<file path="src/rtl/gpio_ext_pkg.sv">
// Shared register map for the GPIO extension block.
// The RTL, the testbench and the software header all take their register offsets from here.
package gpio_ext_pkg;

    localparam logic [7:0] ADDR_DIR      = 8'h00;
    localparam logic [7:0] ADDR_OUT      = 8'h04;
    localparam logic [7:0] ADDR_IN       = 8'h08;
    localparam logic [7:0] ADDR_OUT_SET  = 8'h0C;
    localparam logic [7:0] ADDR_OUT_CLR  = 8'h10;
    localparam logic [7:0] ADDR_OUT_TGL  = 8'h14;
    localparam logic [7:0] ADDR_IRQ_EN   = 8'h18;
    localparam logic [7:0] ADDR_IRQ_RISE = 8'h1C;
    localparam logic [7:0] ADDR_IRQ_FALL = 8'h20;
    localparam logic [7:0] ADDR_IRQ_STAT = 8'h24;

endpackage

</file>
<file path="src/rtl/gpio_sync.sv">
// Multi-flop synchronizer that brings the asynchronous pin inputs into the clk domain.
module gpio_sync #(
    parameter int WIDTH       = 8,
    parameter int SYNC_STAGES = 2
) (
    input  logic             clk,
    input  logic             rst_n,
    input  logic [WIDTH-1:0] d,
    output logic [WIDTH-1:0] q
);

    logic [WIDTH-1:0] stage [SYNC_STAGES];

    always_ff @(posedge clk or negedge rst_n) begin
        if (!rst_n) begin
            for (int i = 0; i < SYNC_STAGES; i++) begin
                stage[i] <= '0;
            end
        end else begin
            stage[0] <= d;
            for (int i = 1; i < SYNC_STAGES; i++) begin
                stage[i] <= stage[i-1];
            end
        end
    end

    assign q = stage[SYNC_STAGES-1];

endmodule

</file>
<file path="src/rtl/gpio_ext.sv">
// Memory-mapped GPIO block with atomic set/clear/toggle of the outputs
// and per-pin rising/falling-edge interrupts.
module gpio_ext
    import gpio_ext_pkg::*;
#(
    parameter int WIDTH       = 8,
    parameter int SYNC_STAGES = 2
) (
    input  logic             clk,
    input  logic             rst_n,
    input  logic [7:0]       address,
    input  logic [31:0]      write_data,
    output logic [31:0]      read_data,
    input  logic             we,
    input  logic             re,
    output logic [WIDTH-1:0] gpio_out,
    output logic [WIDTH-1:0] gpio_dir,
    input  logic [WIDTH-1:0] gpio_in,
    output logic             irq
);

    logic [WIDTH-1:0] dir_reg;
    logic [WIDTH-1:0] out_reg;
    logic [WIDTH-1:0] irq_en;
    logic [WIDTH-1:0] irq_rise;
    logic [WIDTH-1:0] irq_fall;
    logic [WIDTH-1:0] irq_stat;
    logic [WIDTH-1:0] sync_in;
    logic [WIDTH-1:0] prev_in;
    logic [WIDTH-1:0] wr_data;
    logic [WIDTH-1:0] set_mask;
    logic [WIDTH-1:0] clr_mask;
    logic [WIDTH-1:0] rd_value;

    // Reads have no side effects, so the read strobe and the bus bits above WIDTH are not needed.
    logic unused_bits;
    assign unused_bits = ^{re, write_data};

    assign wr_data = write_data[WIDTH-1:0];

    gpio_sync #(
        .WIDTH       (WIDTH),
        .SYNC_STAGES (SYNC_STAGES)
    ) u_sync (
        .clk   (clk),
        .rst_n (rst_n),
        .d     (gpio_in),
        .q     (sync_in)
    );

    assign set_mask = (sync_in & ~prev_in & irq_rise) | (~sync_in & prev_in & irq_fall);
    assign clr_mask = (we && address == ADDR_IRQ_STAT) ? wr_data : '0;

    always_ff @(posedge clk or negedge rst_n) begin
        if (!rst_n) begin
            dir_reg  <= '0;
            out_reg  <= '0;
            irq_en   <= '0;
            irq_rise <= '0;
            irq_fall <= '0;
        end else if (we) begin
            case (address)
                ADDR_DIR:      dir_reg  <= wr_data;
                ADDR_OUT:      out_reg  <= wr_data;
                ADDR_OUT_SET:  out_reg  <= out_reg | wr_data;
                ADDR_OUT_CLR:  out_reg  <= out_reg & ~wr_data;
                ADDR_OUT_TGL:  out_reg  <= out_reg ^ wr_data;
                ADDR_IRQ_EN:   irq_en   <= wr_data;
                ADDR_IRQ_RISE: irq_rise <= wr_data;
                ADDR_IRQ_FALL: irq_fall <= wr_data;
                default:       ;
            endcase
        end
    end

    // A new edge event overrides a simultaneous write-one-to-clear on the same bit.
    always_ff @(posedge clk or negedge rst_n) begin
        if (!rst_n) begin
            prev_in  <= '0;
            irq_stat <= '0;
        end else begin
            prev_in  <= sync_in;
            irq_stat <= (irq_stat & ~clr_mask) | set_mask;
        end
    end

    always_comb begin
        rd_value = '0;
        case (address)
            ADDR_DIR:      rd_value = dir_reg;
            ADDR_OUT:      rd_value = out_reg;
            ADDR_IN:       rd_value = sync_in;
            ADDR_IRQ_EN:   rd_value = irq_en;
            ADDR_IRQ_RISE: rd_value = irq_rise;
            ADDR_IRQ_FALL: rd_value = irq_fall;
            ADDR_IRQ_STAT: rd_value = irq_stat;
            default:       rd_value = '0;
        endcase
        read_data = '0;
        read_data[WIDTH-1:0] = rd_value;
    end

    assign gpio_out = out_reg;
    assign gpio_dir = dir_reg;
    assign irq      = |(irq_stat & irq_en);

endmodule

</file>
<file path="config.mk">
export PLATFORM = sky130hd
export DESIGN_NAME = gpio_ext
export DESIGN_NICKNAME = d
export VERILOG_FILES = /design/src/rtl/gpio_ext_pkg.sv /design/src/rtl/gpio_sync.sv /design/src/rtl/gpio_ext.sv
export SDC_FILE = /design/constraint.sdc
export NUM_CORES = 1
export LEC_CHECK = 0
export ABC_AREA = 1
export ABC_CLOCK_PERIOD_IN_PS = 2800
export CAP_MARGIN = 30
export CORE_UTILIZATION = 53
export DETAILED_ROUTE_END_ITERATION = 6
export MAX_ROUTING_LAYER = met4
export PLACE_DENSITY = 0.95
export SYNTH_ARGS = -nofsm -noshare
export SYNTH_HDL_FRONTEND = slang
export SYNTH_SLANG_ARGS = --single-unit
</file>
<file path="constraint.sdc">
create_clock -name clk -period 2.8 [get_ports clk]
set_clock_uncertainty 0.1 [all_clocks]
set_input_delay 0.56 -clock clk [delete_from_list [all_inputs] [get_ports clk]]
set_output_delay 0.56 -clock clk [all_outputs]
set_load 0.02 [all_outputs]
</file>
==> flow_summary.yaml, run 1 <==
run_status:
  status: "finished with violations"
  violations: "design-rule violations"
placed_design:
  dpl.hpwl_um: 7231
  placed_area_mm2: 0.004703
  dpl_worst_slack_ns: -0.3827
  port_buffers: 51
  gp_congestion: 0.8977
global_route:
  grt_overflow_total: 0
  grt_start_max_net_pins: 73
  grt_antenna_before_repair: 0
  use_met1_pct: 35.60
  gr-max-usage-layer: "met2"
  grt_pass1_vias: 3733
  grtUsageMet2_pct: 50.28
  grt_pass1_wl_um: 17490
  grt_use_met3_pct: 8.675
  track_usage_pct: 31.42
critical_path:
  path_class: "in2out"
  rr_worst_depth: 8
  cpLargestDelayFamily: "buffers and inverters"
  crit_path_end_kind: "output port"
  cp.buffers_inverters: 4
  worstPathCellList: "clkdlybuf4s50_1, nand2_1, nor2_4, buf_4, buf_4, nand3_1, nand2_1, nor2_1, nand3_1, buf_2"
  cp.arrival_ns: 2.06
  crit_fanout: 4
  worstSetupStartpointType: "primary input"
  required_ns: 2.14
  slowest_stage: "clkdlybuf4s50_1"
  cp_slowest_stage_delay_ns: 0.51
  crit_cells: 10
floorplan:
  row_count: 31
  core_region_area_mm2: 0.007253
  start_util_pct: 54.94
  die_area_mm2: 0.007869
  fp.dieW_um: 88.71
  die_h_um: 88.71
  ios: 101
flow_run:
  drv_cap: 0
clock_network:
  clkTransAtPathRegs_ns: 0.08
  cts_tree: "built"
  clk_path_buf_depth: 2
  cts_sinks: 72
  ctsHtreeMaxLevel: 3
  clk_latency_ns: 0.37
  cts_buffers: 9
  root_buffer: "clkbuf_8"
sta:
  post-route-worst-setup-slack_ns: 0.07582
  worst_slew_pin_slew_ns: 0.5004
  timing.final.crit_share_pct: 97.29
  min_period_ns: 2.724
  hold_violations: 0
  slew_viol_final: 0
  maxSlewHeadroom_pct: 66.56
  setup_viol_count_final: 0
  fmax_mhz: 367.1
pwr:
  total_power_mw: 2.416
  switching_share_pct: 29.56
  switchingPower_mw: 0.7143
  clkPwrFrac_pct: 35.9
  powerDensity_mw_per_mm2: 484.8
  p_comb_share_pct: 15.8
  vdd_drop_max_mv: 0.3545
  seqPwrFrac_pct: 48.3
  intPower_mw: 1.702
  leakagePower_nw: 2.534
layout:
  layout-drive-gt1-share_pct: 15.92
  antennaDiodeCount: 0
  final_util_pct: 68.73
  nFillCells: 589
  final_nets: 647
  seq_area_mm2: 0.001802
  areaGrowthSynthToFinish_pct: 25.09
  multiInputGateArea_mm2: 0.001867
  design_area_mm2: 0.004985
yosys:
  yosys_register_bits: 72
  syn-cell-area_mm2: 0.003985
  yosys_warnings: 0
  ys_types: 26
  synth_area_per_cell_um2: 8.018
  seq_area_frac_synth_pct: 45.21
  synthCells: 497
min_path:
  worstHoldPathType: "in2async"
routing:
  drt_wl_total_um: 11090
  final_antenna_net_count: 0
  dr.pass1.iters: 7
  drtIter0Drc: 347
  post-route-drc-count: 2
  routed_via_density: 5.577
  wl_per_cell_um: 16.24
  dr_total_vias: 3809
## power by group through the flow
stage                     registers [mW]  clock network (mW)  logic, mW
final                               1.17               0.867      0.382
after global routing                1.17               0.919      0.421
after CTS                           1.16               0.870      0.373
after detailed placement            1.18                   0      0.367
after global placement              1.18                   0      0.349
after floorplan                     1.20                   0      0.190
## cell usage in the layout (no fill, tap or decap), types with 2 or more instances in the layout
cell             netlist  layout
clkdlybuf4s50_1        0      35
inv_1                 44      43
conb_1                 1      24
buf_12                 0       6
nor2_1                46      44
a21oi_1               17      16
nand2_4                2       4
nor2_2                 2       4
nand3_1               49      48
dlymetal6s2s_1         0       6
ha_1                  16      16
o21ai_1               41      43
o22ai_1                3       3
nand2_2               10       8
nor2_4                 8       8
clkbuf_8               0      10
o21a_1                 4       4
dfrtp_1               72      72
nand2_1              130     130
inv_2                  6       7
inv_6                  0       2
buf_2                  6       4
o21ai_0                6       4
buf_4                 26      30
## registers in the layout (all words and copies together), names as in the netlist
| name | cells |
|---|---|
| prev_in | 8 |
| u_sync.stage | 8 |
| u_sync.q | 8 |
| irq_stat | 8 |
| irq_en | 8 |
| gpio_out | 8 |
| irq_rise | 8 |
| irq_fall | 8 |
| gpio_dir | 8 |
## cell usage after synthesis
| cell type | n | area, µm² |
|---|---|---|
| nand2_4 | 2 | 22.52 |
| nor3_4 | 1 | 16.27 |
| o22ai_1 | 3 | 18.77 |
| nor3_2 | 1 | 10.01 |
| inv_2 | 6 | 22.52 |
| nor2_4 | 8 | 90.09 |
| nand2_2 | 10 | 62.56 |
| o21ai_4 | 1 | 16.27 |
| ha_1 | 16 | 200.2 |
| conb_1 | 1 | 3.750 |
| nand2_1 | 130 | 488.0 |
| a21oi_1 | 17 | 85.08 |
| buf_2 | 6 | 30.03 |
| nand4_1 | 1 | 6.260 |
| buf_6 | 2 | 22.52 |
| o21ai_1 | 41 | 205.2 |
| o21a_1 | 4 | 30.03 |
| nand4_2 | 1 | 12.51 |
| nor2_8 | 1 | 20.02 |
| buf_4 | 26 | 195.2 |
| o21ai_0 | 6 | 30.03 |
| nor2_2 | 2 | 12.51 |
| dfrtp_1 | 72 | 1802 |
| inv_1 | 44 | 165.2 |
| nand3_1 | 49 | 245.2 |
| nor2_1 | 46 | 172.7 |
## cells by family (layout without fill, tap and decap cells)
kind of cell,after synthesis,after routing,share of synthesized area [%]
AND/OR/NAND/NOR,252,252,29.07
flip-flops,72,72,45.21
AO/OA/AOI/OAI,72,72,9.671
adder cells (fa/ha/maj),16,16,5.023
buffers and inverters,84,148,10.93
other,1,24,0.09410
## stage by stage
step / setup TNS, ns / hold WS [ns] / cells
5_1_grt: -0.005884 / 0.1238 / 683
3_3_place_gp: -2.461 / 0.2337 / 661
3_5_place_dp: -2.798 / 0.2373 / 661
4_1_cts: 0 / 0.1268 / 677
2_1_floorplan: 0 / 0.1644 / 520
6_report: 0 / 0.09299 / 683
## metal layers
layer / wire [µm] / vias to the layer above
met5: 0 / -
met4: 459 / 0
met3: 1142 / 62
met2: 5472 / 254
met1: 4020 / 1785
li1: - / 1708
## timing repair
item                                    CTS  global route
pin swaps                                 1             4
hold buffers                              0             0
endpoints found under the setup margin    8             8
resized for setup                        31            29
setup buffers                             0             6
## area by class of cell
| type | instances | area share [%] |
|---|---|---|
| multi-input cells | 364 | 37.45 |
| flip-flops and latches | 72 | 36.14 |
| repair buffers | 82 | 16.04 |
| inverters | 50 | 3.765 |
| clock buffers | 11 | 2.836 |
| well taps | 99 | 2.485 |
| clock inverters | 5 | 1.280 |
## path summary, 6_finish.rpt
check / startpoint / to / slack, ns
worst min-delay path: rst_n / prev_in[5] / 0.09
max in group asynchronous: rst_n / u_sync.q[0] / 2.16
min in group clk: u_sync.stage[10] / u_sync.q[2] / 0.25
worst min register to register: u_sync.stage[10] / u_sync.q[2] / 0.25
worst max register to register: gpio_out[6] / gpio_out[6] / 1.30
worst max-delay path: address[4] / read_data[0] / 0.08
Note: power is estimated with default switching activity, not from simulation.
==> inputs of run 2 (changes only) <==
--- a/config.mk
+++ b/config.mk
@@ -8,6 +8,7 @@
 export ABC_AREA = 1
 export ABC_CLOCK_PERIOD_IN_PS = 2800
 export CAP_MARGIN = 30
+export CORE_MARGIN = 5
 export CORE_UTILIZATION = 53
 export DETAILED_ROUTE_END_ITERATION = 6
 export MAX_ROUTING_LAYER = met4
==> run 2 against run 1 <==
Compared with the run above: the flow now finishes without violations; combinational power grew 1%; clock-buffer cell count increased by 1; sequential cell count unchanged; via count decreased by 0.16%; wire length grew 3.5%; total power is 5.0% lower; setup slack worse by 0.073 ns; core utilization decreased by 0.71 points; register-to-register slack lost 0.10 ns; sequential share of layout area rose by 0.18 points; sequential power is essentially flat; cell area is 0.50% lower; critical path type unchanged; critical endpoint is now read_data[1].
==> flow_summary.yaml, run 2 (synthesized netlist as in run 1, its figures left out) <==
critical_path:
  reg2reg_to: "gpio_out[1]"
  cp.arrival_ns: 2.14
  crit_fanout: 5
  rr_worst_depth: 8
  reg2reg_slack_ns: 1.20
  crit_path_end_kind: "output port"
  worstSetupStartpointType: "primary input"
  timing.rr.start: "gpio_out[1]"
  required_ns: 2.14
  path_class: "in2out"
pwr:
  leakagePower_nw: 2.505
  switchingPower_mw: 0.6734
  intPower_mw: 1.622
  p_comb_share_pct: 16.8
  seqPwrFrac_pct: 50.9
  clkPwrFrac_pct: 32.3
  switching_share_pct: 29.34
  powerDensity_mw_per_mm2: 462.8
  total_power_mw: 2.295
  vdd_drop_max_mv: 0.3668
layout:
  areaGrowthSynthToFinish_pct: 24.46
  final_util_pct: 68.02
  design_area_mm2: 0.004960
  most-common-layout-cells: "130 x nand2_1, 72 x dfrtp_1, 48 x nand3_1"
  fin_cells: 677
  multiInputGateArea_mm2: 0.001874
  seq_area_mm2: 0.001802
  antennaDiodeCount: 0
  nFillCells: 557
  final_nets: 642
  layout_commonest_cell: "nand2_1"
  layout-drive-gt1-share_pct: 15.05
routing:
  post-route-drc-count: 0
  final_antenna_net_count: 0
  drtIter0Drc: 446
  dr.pass1.iters: 5
  dr_total_vias: 3803
  drt_wl_total_um: 11490
  routed_via_density: 5.617
  wl_per_cell_um: 16.96
clock_network:
  cts_buffers: 9
  clk_latency_ns: 0.36
  cts_sinks: 72
  clk_path_buf_depth: 2
  hold_buffers: 0
  clkTransAtPathRegs_ns: 0.07
  root_buffer: "clkbuf_8"
  cts_tree: "built"
  ctsHtreeMaxLevel: 3
floorplan:
  start_util_pct: 54.65
  row_count: 31
  core_region_area_mm2: 0.007292
  die_area_mm2: 0.009353
  ios: 101
  fp.dieW_um: 96.71
  die_h_um: 96.71
sta:
  min_period_ns: 2.797
  post-route-worst-setup-slack_ns: 0.003242
  worst_hold_slack_ns: 0.09834
  setup_viol_count_final: 0
  tns_ns: 0
  fmax_mhz: 357.6
  slew_viol_final: 0
  hold_violations: 0
  timing.final.crit_share_pct: 99.88
global_route:
  grt_antenna_before_repair: 0
  grt_pass1_wl_um: 17420
  grt_overflow_total: 0
  grt_pass1_vias: 3657
  track_usage_pct: 23.81
  grt_start_max_net_pins: 73
placed_design:
  place_inst: 657
  port_buffers: 51
  placed_area_mm2: 0.004698
  gp_congestion: 0.9324
  dpl_worst_slack_ns: -0.3744
  dpl.hpwl_um: 7322
flow_run:
  drv_cap: 0
run_status:
  status: "finished, final reports clean"
min_path:
  worstHoldPathType: "in2async"
[run 2: cell types whose count changed in the layout (fill, tap and decap cells not counted), moves of 2 or more]
cell       delta
buf_2         +4
buf_4        -12
clkbuf_16     +2
clkinv_2      +2
inv_6         -2
[run 2: worst max-delay path by stage]
stage,start,endpoint,slack (ns),cells after the start
3_5_place_dp,address[2],read_data[3],-0.37,8
4_1_cts,address[2],read_data[0],0.006,9
2_1_floorplan,address[1],read_data[3],0.59,8
5_1_grt,address[7],read_data[1],-0.02,10
6_report,address[7],read_data[1],0.003,10
3_3_place_gp,address[2],read_data[6],-0.34,8
[run 2: power groups by stage]
stage | clock [mW] | combinational (mW) | sequential (mW)
6_report | 0.741 | 0.386 | 1.17
5_1_grt | 0.797 | 0.421 | 1.18
4_1_cts | 0.749 | 0.370 | 1.17
3_5_place_dp | 0 | 0.364 | 1.18
3_3_place_gp | 0 | 0.350 | 1.18
2_1_floorplan | 0 | 0.190 | 1.20
[run 2: final cells by class]
| class | count | share of cell area (%) |
|---|---|---|
| Tap cell | 99 | 2.497 |
| Clock inverter | 3 | 0.3532 |
| Timing Repair Buffer | 77 | 16.07 |
| Multi-Input combinational cell | 364 | 37.79 |
| Inverter | 50 | 3.835 |
| Clock buffer | 12 | 3.128 |
| Sequential cell | 72 | 36.33 |
[run 2: per-layer routing]
| metal | routed length (µm) | GRT usage [%] | vias to the layer above |
|---|---|---|---|
| met2 | 5346 | 38.00 | 274 |
| li1 | - | - | 1697 |
| met1 | 4211 | 27.99 | 1746 |
| met5 | 0 | - | - |
| met4 | 719 | 11.66 | 0 |
| met3 | 1208 | 6.187 | 86 |
[run 2: critical path, stage by stage]
cell	delay, ns
clkdlybuf4s50_1	0.46
nor2_4	0.22
nand3_4	0.13
nor3_2	0.14
buf_4	0.20
nand2_1	0.06
nand2_1	0.06
nor2_1	0.04
nand2_1	0.09
buf_2	0.17
[run 2: what timing repair did]
item,CTS,global route
cloned,0,2
gates resized for setup,29,21
setup buffers,0,3
pin swaps,0,4
endpoints found under the setup margin,8,7
==> inputs of run 3 (changes only) <==
--- a/config.mk
+++ b/config.mk
@@ -11,6 +11,7 @@
 export CORE_MARGIN = 5
 export CORE_UTILIZATION = 53
 export DETAILED_ROUTE_END_ITERATION = 6
+export HOLD_SLACK_MARGIN = 0.12
 export MAX_ROUTING_LAYER = met4
 export PLACE_DENSITY = 0.95
 export SYNTH_ARGS = -nofsm -noshare
==> results of run 3 <==
The final DEF is identical to that of run 2; final timing and power are the same.
